[config.mk]
export PLATFORM = sky130hd
export DESIGN_NAME = fpga_out_display
export DESIGN_NICKNAME = d
export VERILOG_FILES = /design/src/rtl/seg7_pkg.sv /design/src/rtl/hex_to_seg7.sv /design/src/rtl/fpga_out_display.sv
export SDC_FILE = /design/constraint.sdc
export NUM_CORES = 1
export LEC_CHECK = 0
export BUFFER_PORTS_ARGS = -buffer_cell sky130_fd_sc_hd__buf_2
export CAP_MARGIN = 5
export CORE_ASPECT_RATIO = 1.2
export CORE_UTILIZATION = 35
export CTS_CLUSTER_SIZE = 20
export DETAILED_ROUTE_END_ITERATION = 12
export MAX_ROUTING_LAYER = met4
export PLACE_DENSITY = 0.65
export SYNTH_ARGS = -nofsm -noshare
export SYNTH_HDL_FRONTEND = slang
export SYNTH_HIERARCHICAL = 1
export SYNTH_SLANG_ARGS = --single-unit
export TNS_END_PERCENT = 50
[constraint.sdc]
create_clock -name CLK -period 2.8 [get_ports CLK]
set_clock_uncertainty 0.15 [all_clocks]
set_input_delay 0.84 -clock CLK [delete_from_list [all_inputs] [get_ports CLK]]
set_output_delay 0.84 -clock CLK [all_outputs]
set_load 0.01 [all_outputs]
[src/rtl/seg7_pkg.sv]
// rtl/seg7_pkg.sv - shared seven-segment constants and hex encoding table
// Purpose: digit count, blank pattern, segment type and the active-low
//          {g,f,e,d,c,b,a} encoding of the sixteen hex digits.
// Ports:   none (package)
package seg7_pkg;

  localparam int NUM_DIGITS = 4;

  typedef logic [6:0] seg_t;

  localparam seg_t SEG_BLANK = 7'h7F;

  localparam seg_t HEX_SEG [16] = '{
    7'b1000000,  // 0
    7'b1111001,  // 1
    7'b0100100,  // 2
    7'b0110000,  // 3
    7'b0011001,  // 4
    7'b0010010,  // 5
    7'b0000010,  // 6
    7'b1111000,  // 7
    7'b0000000,  // 8
    7'b0010000,  // 9
    7'b0001000,  // A
    7'b0000011,  // b
    7'b1000110,  // C
    7'b0100001,  // d
    7'b0000110,  // E
    7'b0001110   // F
  };

endpackage

[src/rtl/hex_to_seg7.sv]
// rtl/hex_to_seg7.sv - combinational hex nibble to active-low segment decoder
// Purpose: table lookup of one nibble into the {g..a} segment pattern.
// Ports:   nibble (in, 4)  - hex digit value
//          seg    (out, 7) - active-low segments {g,f,e,d,c,b,a}
module hex_to_seg7
  import seg7_pkg::*;
(
  input  logic [3:0] nibble,
  output seg_t       seg
);

  assign seg = HEX_SEG[nibble];

endmodule

[src/rtl/fpga_out_display.sv]
// rtl/fpga_out_display.sv - four-digit multiplexed hex display of the processor output word
// Purpose: captures a 16-bit word on Load and scans it across a common-anode
//          seven-segment display, one digit per REFRESH_DIV clock cycles.
// Ports:   CLK    (in, 1)   - system clock, rising edge
//          reset  (in, 1)   - asynchronous active-high reset
//          DataIn (in, 16)  - word to display
//          Load   (in, 1)   - capture DataIn on this edge
//          Seg    (out, 7)  - active-low segments {g..a}, registered
//          Dp     (out, 1)  - active-low decimal point, held off
//          An     (out, 4)  - active-low one-hot anodes, An[0] = low nibble
module fpga_out_display
  import seg7_pkg::*;
#(
  parameter int REFRESH_DIV   = 50000,
  parameter int BLANK_LEADING = 0
) (
  input  logic        CLK,
  input  logic        reset,
  input  logic [15:0] DataIn,
  input  logic        Load,
  output logic [6:0]  Seg,
  output logic        Dp,
  output logic [3:0]  An
);

  localparam int          PW      = $clog2(REFRESH_DIV);
  localparam int          IW      = $clog2(NUM_DIGITS);
  localparam logic [PW-1:0] PRE_MAX = PW'(REFRESH_DIV - 1);

  logic [15:0]   shown;
  logic [PW-1:0] pre;
  logic [IW-1:0] idx;
  logic          tick;
  logic [3:0]    nibble;
  seg_t          hex_seg;
  logic          blank;

  assign tick = (pre == PRE_MAX);

  // Single decoder on the currently selected nibble.
  assign nibble = shown[{idx, 2'b00} +: 4];

  hex_to_seg7 u_hex_to_seg7 (
    .nibble (nibble),
    .seg    (hex_seg)
  );

  // A digit is a leading zero when it and every digit above it are zero.
  // Digit 0 always shows so an all-zero word still reads "0".
  always_comb begin
    blank = 1'b0;
    if (BLANK_LEADING != 0) begin
      case (idx)
        2'd1:    blank = (shown[15:4]  == 12'h000);
        2'd2:    blank = (shown[15:8]  == 8'h00);
        2'd3:    blank = (shown[15:12] == 4'h0);
        default: blank = 1'b0;
      endcase
    end
  end

  // Outputs are driven from the pre-edge idx/shown, so a load or digit
  // advance becomes visible on the following edge, never as a mixed digit.
  always_ff @(posedge CLK or posedge reset) begin
    if (reset) begin
      shown <= 16'h0000;
      pre   <= '0;
      idx   <= '0;
      An    <= 4'b1111;
      Seg   <= SEG_BLANK;
      Dp    <= 1'b1;
    end else begin
      if (Load) begin
        shown <= DataIn;
      end
      if (tick) begin
        pre <= '0;
        idx <= idx + 1'b1;
      end else begin
        pre <= pre + 1'b1;
      end
      An  <= ~(4'b0001 << idx);
      Seg <= blank ? SEG_BLANK : hex_seg;
      Dp  <= 1'b1;
    end
  end

endmodule

After elaboration in Yosys (flattened, before gate mapping)
Memory sizes are Yosys's and may differ from the RTL's. A register that Yosys moved wholly into a read port is not among the register bits.
Index checks and enable logic that the tools add are counted.
{"block": "totals", "reg_bits": 38, "mem_bits_ro": 112, "mem_count": 1, "output_inout_bits": 12, "elab_cells": 13, "inputBits": 19}
{"block": "classes", "n_eq_ne": 1, "shifts": 2, "muxes": 1, "n_bitwise": 2, "add_sub_neg": 2}
{"memory": "(no name shown)", "depth": 16, "width": 7, "read_ports": 1, "rd_clocked_by_memory_dff": 1, "wr": 0, "line": "hex_to_seg7.sv:12", "source": "assign seg = HEX_SEG[nibble];"}
{"cell": "16-bit by 1-bit adder with 16-bit output, second input constant", "n": 1}
{"cell": "16-bit == test, second input constant", "n": 1}
{"cell": "16-bit 2-to-1 mux", "n": 1}
{"cell": "16-bit by 5-bit indexed part select with 4-bit output", "n": 1}
{"cell": "4-bit NOT with 5-bit output", "n": 1}
{"cell": "4-bit NOT", "n": 1}
{"cell": "1-bit by 2-bit left shift with 4-bit output, first input constant", "n": 1}
{"cell": "2-bit by 1-bit adder with 2-bit output, second input constant", "n": 1}

Longest topological paths before layout
{"block": "logic_depth", "depth_word": 2, "depth_mapped": 7, "mapped_depth_nobuf": 6}

Hierarchy
Netlist, hierarchy kept.
{"module": "fpga_out_display", "seq_area_each_um2": 1139.8, "area_per_inst_um2": 1883.1, "cells_each": 138, "instances": 1}
{"module": "hex_to_seg7", "seq_area_each_um2": 0.0, "area_per_inst_um2": 274.0, "cells_each": 33, "instances": 1}

Worst setup path after synthesis
Ideal clock, no wire load.
{"block": "synth_path", "path_kind": "reg2reg", "start": "register idx[0]", "end": "register Seg[3]", "path_stages_with_launch": 7, "t_arrival_ns": 2.001, "setup_time_ns": 0.095, "setup_slack_ns": 0.554, "path_cell_list": "dfrtp_1 -> clkbuf_1 -> mux4_2 -> inv_1 -> ha_1 -> inv_1 -> mux4_1"}
{"block": "synth_between", "elab_chain_len": 2}
{"item": "start: declaration", "line": "fpga_out_display.sv:32", "source": "logic [IW-1:0] idx;"}
{"item": "start signal: assignment", "line": "fpga_out_display.sv:78", "source": "idx <= idx + 1'b1;"}
{"item": "16-bit by 5-bit indexed part select with 4-bit output", "line": "fpga_out_display.sv:41", "source": "assign nibble = shown[{idx, 2'b00} +: 4];"}
{"item": "via nibble[0]", "line": "fpga_out_display.sv:34", "source": "logic [3:0] nibble;"}
{"item": "4-bit NOT with 5-bit output (implied by the code)", "line": "hex_to_seg7.sv:12"}
{"item": "end: declaration", "line": "fpga_out_display.sv:21", "source": "output logic [6:0] Seg,"}
The timed path passes the listed nets, and every way through them passes these cells.
A chain may end at the register's enable or synchronous reset.

Worst setup path after layout
Ends and elaborated chain as after synthesis.

==> metrics.md <==
| Metric | Value |
|---|---|
| TritonCTS Sinks | 45 |
| DP Wirelength | 2535 um |
| Largest family of logic cells by synthesized area | multiplexers |
| Post-Synthesis Cells | 171 |
| Core area | 5781 sq um |
| Port bufs | 29 |
| Seq/Total Area, Yosys | 52.84% |
| Ys flop type | dfrtp_1 |
| Adder-Cell Fraction of Synth Area | 6.961% |
| Crit path time final | 2.254 ns |
| R2R cell count | 5 |
| Total global-route track usage | 12.93% |
| PD cells | 541.1 nW/um^2 |
| Via density per instance | 4.528 |
| Clock Pin Slew Worst Setup and Hold Paths | 0.08 ns |
| Simple-gate area share of the yosys netlist | 10.79% |
| Die Width | 73.67 um |
| ANT cells | 0 |
| Status | finished, final reports clean |
| CP Max Fanout | 7 |
| Setup Slack @ Placement | 0.5315 ns |
| Vias | 1277 |
| Critical path arrival | 2.32 ns |
| Total wire length | 3464 um |
| Critical path class | flop to flop |
| Largest net degree at the start of global routing | 46 |
| Initial Util | 37.32% |
| Tcrit/Tclk final | 80.51% |
| Proportion of synthesized area in mux cells | 16.36% |
| Post-DP Area | 2371 sq um |
| Die Span Y | 88 um |
| Yosys cell types | 35 |
| Slew Limit Fails | 0 |
| Multi-input gate area | 914.6 sq um |
| H-Tree Depth | 2 |
| Most used cell, CP | inv_1 |
| Actual slew at the worst max-slew pin | 0.5450 ns |
| 1st-pass router iterations | 3 |
| Endpoints failing hold | 0 |
| Clock Latency Late Sink | 0.29 ns |
| Root buffer cell | clkbuf_8 |
| HP Class | flop to flop |
| # setup viols final | 0 |
| GPL Wtd Cong | 0.7643 |
| Post_cts resized | 0 |
| Design area | 2475 sq um |
| Worst path required time | 2.86 ns |
| Critical Path End Type | flop |
| Seq. cell area | 1140 sq um |
| Vias in the first global route | 1296 |
| Number of max-cap violations | 0 |
| WHS Path Cells | 1 |
| Yosys reg bits | 45 |
| TNS Setup | 0 ns |
| Post-synthesis xor/xnor area fraction | 6.090% |
| TritonCTS clock tree | yes |
| Rel. slew slack | 63.66% |
| Clock tree buffer depth | 2 |
| Hold-fix buffers, CTS | 0 |
| Fillcell total | 569 |
| Antenna violations before repair | 0 |
| Synth Net Count | 202 |
| Synth async-reset ratio | 100.0% |
| Die ar. | 6483 sq um |
| Wire per inst | 12.28 um |
| First-pass GRT wire length | 6141 um |
| Startpoint Class | flop |
| TritonCTS buffer count | 5 |
| IO Pins | 31 |
| Synthesized cell area | 2157 sq um |
| Post-Syn Area per Cell | 12.61 sq um |
| Drt initial violations | 35 |
| Slowest cell on the critical path | mux4_2 |
| Yosys warns | 6 |
| Crit-path cells | mux4_2 > inv_1 > ha_1 > inv_1 > mux4_1 |
| Grt ovf | 0 |
| Final worst setup slack | 0.5456 ns |
| Setup Buffers After CTS | 0 |
| Max stage delay on crit path | 0.64 ns |
| Synth Area in Compound Gates | 2.030% |
| Area Overhead vs Synth | 14.73% |
| Share of cells above drive strength 1 | 35.64% |
| Final nets | 233 |
| Leakage Power | 1.130 nW |
| VDD IR max | 0.2740 mV |
| Max Fclk | 443.6 MHz |
| Number of enable flip-flop cells after synthesis | 0 |
| FP Rows | 30 |
| # DRC | 0 |
| Routed Antenna Nets | 0 |
| RSZ-0062 raised after global routing | no |
[layout by cell type (no fill, tap or decap)]
| master | n |
|---|---|
| dfrtp_1 | 34 |
| buf_2 | 29 |
| mux2_2 | 16 |
| nor2_1 | 16 |
| inv_1 | 14 |
| ha_1 | 12 |
| dfstp_2 | 11 |
| xnor2_1 | 10 |
| nand3_1 | 7 |
| nand2_1 | 5 |
| xor2_1 | 5 |
| clkbuf_8 | 5 |
| mux4_2 | 4 |
| nand4_1 | 4 |
| nor4_1 | 3 |
| nor3_1 | 3 |
| mux2i_1 | 3 |
| buf_4 | 2 |
| nand2b_1 | 2 |
| or4b_4 | 1 |
| nor4_4 | 1 |
| and3_1 | 1 |
| nor2b_1 | 1 |
| clkinv_1 | 1 |
| mux2_1 | 1 |
| conb_1 | 1 |
| clkinv_2 | 1 |
| bufinv_16 | 1 |
| o221ai_1 | 1 |
| a32o_1 | 1 |
| o22ai_1 | 1 |
| mux4_1 | 1 |
| mux2_4 | 1 |
| a22o_1 | 1 |
| o21ai_0 | 1 |
| a21oi_1 | 1 |
[synth_stat cells (all sizes together) (2+ instances only)]
| cell type | n | area (sq um) |
|---|---|---|
| nor4 | 4 | 40.04 |
| buf | 5 | 38.78 |
| nor3 | 3 | 15.01 |
| mux2 | 18 | 206.4 |
| mux4 | 5 | 116.4 |
| clkbuf | 2 | 7.510 |
| inv | 15 | 56.30 |
| dfrtp | 34 | 850.8 |
| xor2 | 5 | 43.79 |
| xnor2 | 10 | 87.58 |
| nand2 | 5 | 18.77 |
| nand4 | 4 | 25.02 |
| dfstp | 11 | 289.0 |
| nand2b | 2 | 12.51 |
| nand3 | 7 | 35.03 |
| mux2i | 3 | 30.03 |
| ha | 12 | 150.1 |
| nor2 | 16 | 60.06 |
[path summary, 6_finish.rpt]
kind / to / from / slack (ns)
worst max-delay path: Seg[3]$_DFF_PP1_ / idx[0]$_DFFE_PP0N_ / 0.55
max in group asynchronous: Seg[5]$_DFF_PP1_ / reset / 1.61
worst min-delay path: pre[0]$_DFF_PP0_ / pre[0]$_DFF_PP0_ / 0.34
worst min register to register: pre[0]$_DFF_PP0_ / pre[0]$_DFF_PP0_ / 0.34
min in group asynchronous: shown[3]$_DFFE_PP0P_ / reset / 0.53
worst max register to register: Seg[3]$_DFF_PP1_ / idx[0]$_DFFE_PP0N_ / 0.55
[where the power goes]
group	internal [W]	total, W	switching, W
registers	0.000702	0.000716	0.0000146
logic	0.0000777	0.000157	0.0000788
clock network	0.000259	0.000466	0.000207
total	0.00104	0.00134	0.000300
[metal layers]
metal | wire [um] | GRT usage, % | share of wire, %
met1 | 1507 | 15.62 | 44
met4 | 48 | 4.196 | 1.4
met2 | 1802 | 21.27 | 52
met5 | 0 | - | 0
met3 | 105 | 2.992 | 3.0
[per-stage QoR]
step                      hold slack (ns)  std cells  total power (W)  util [%]
after floorplan                    0.3004        171        0.0008416         -
after global placement             0.3305        275        0.0008856     41.02
after detailed placement           0.3344        275        0.0008894     41.02
after CTS                          0.3464        282         0.001364     42.81
after global routing               0.3658        282         0.001415     42.81
final                              0.3372        282         0.001339     42.81
[cells by family (layout without fill, tap and decap cells)]
family | Yosys count | count (layout)
AOI/OAI and AO/OA | 6 | 6
adders and majority gates | 12 | 12
and+or+nand+nor | 44 | 44
other | 1 | 1
muxes | 26 | 26
buffers and inverters | 22 | 53
xor gates and xnor gates | 15 | 15
DFF | 45 | 45
[layout make-up]
cell class / count / share of cell area, %
clock buffer: 5 / 2.781
clock inverter: 2 / 1.416
timing repair buffer: 31 / 6.471
multi-input combinational: 104 / 36.96
sequential: 45 / 46.06
inverter: 15 / 2.275
tap: 80 / 4.044
[sequential cells by signal (all words and copies together) (netlist names)]
register,flops
pre,16
shown,16
Seg,7
An,4
idx,2
[critical path: cells and delay by family (launching register included)]
kind                     cells  cell delay (ns)
flip-flops                   1             0.55
adder cells (fa/ha/maj)      1             0.15
buffers and inverters        2             0.21
multiplexers                 2             1.12
Note: power is estimated with default switching activity, not from simulation.
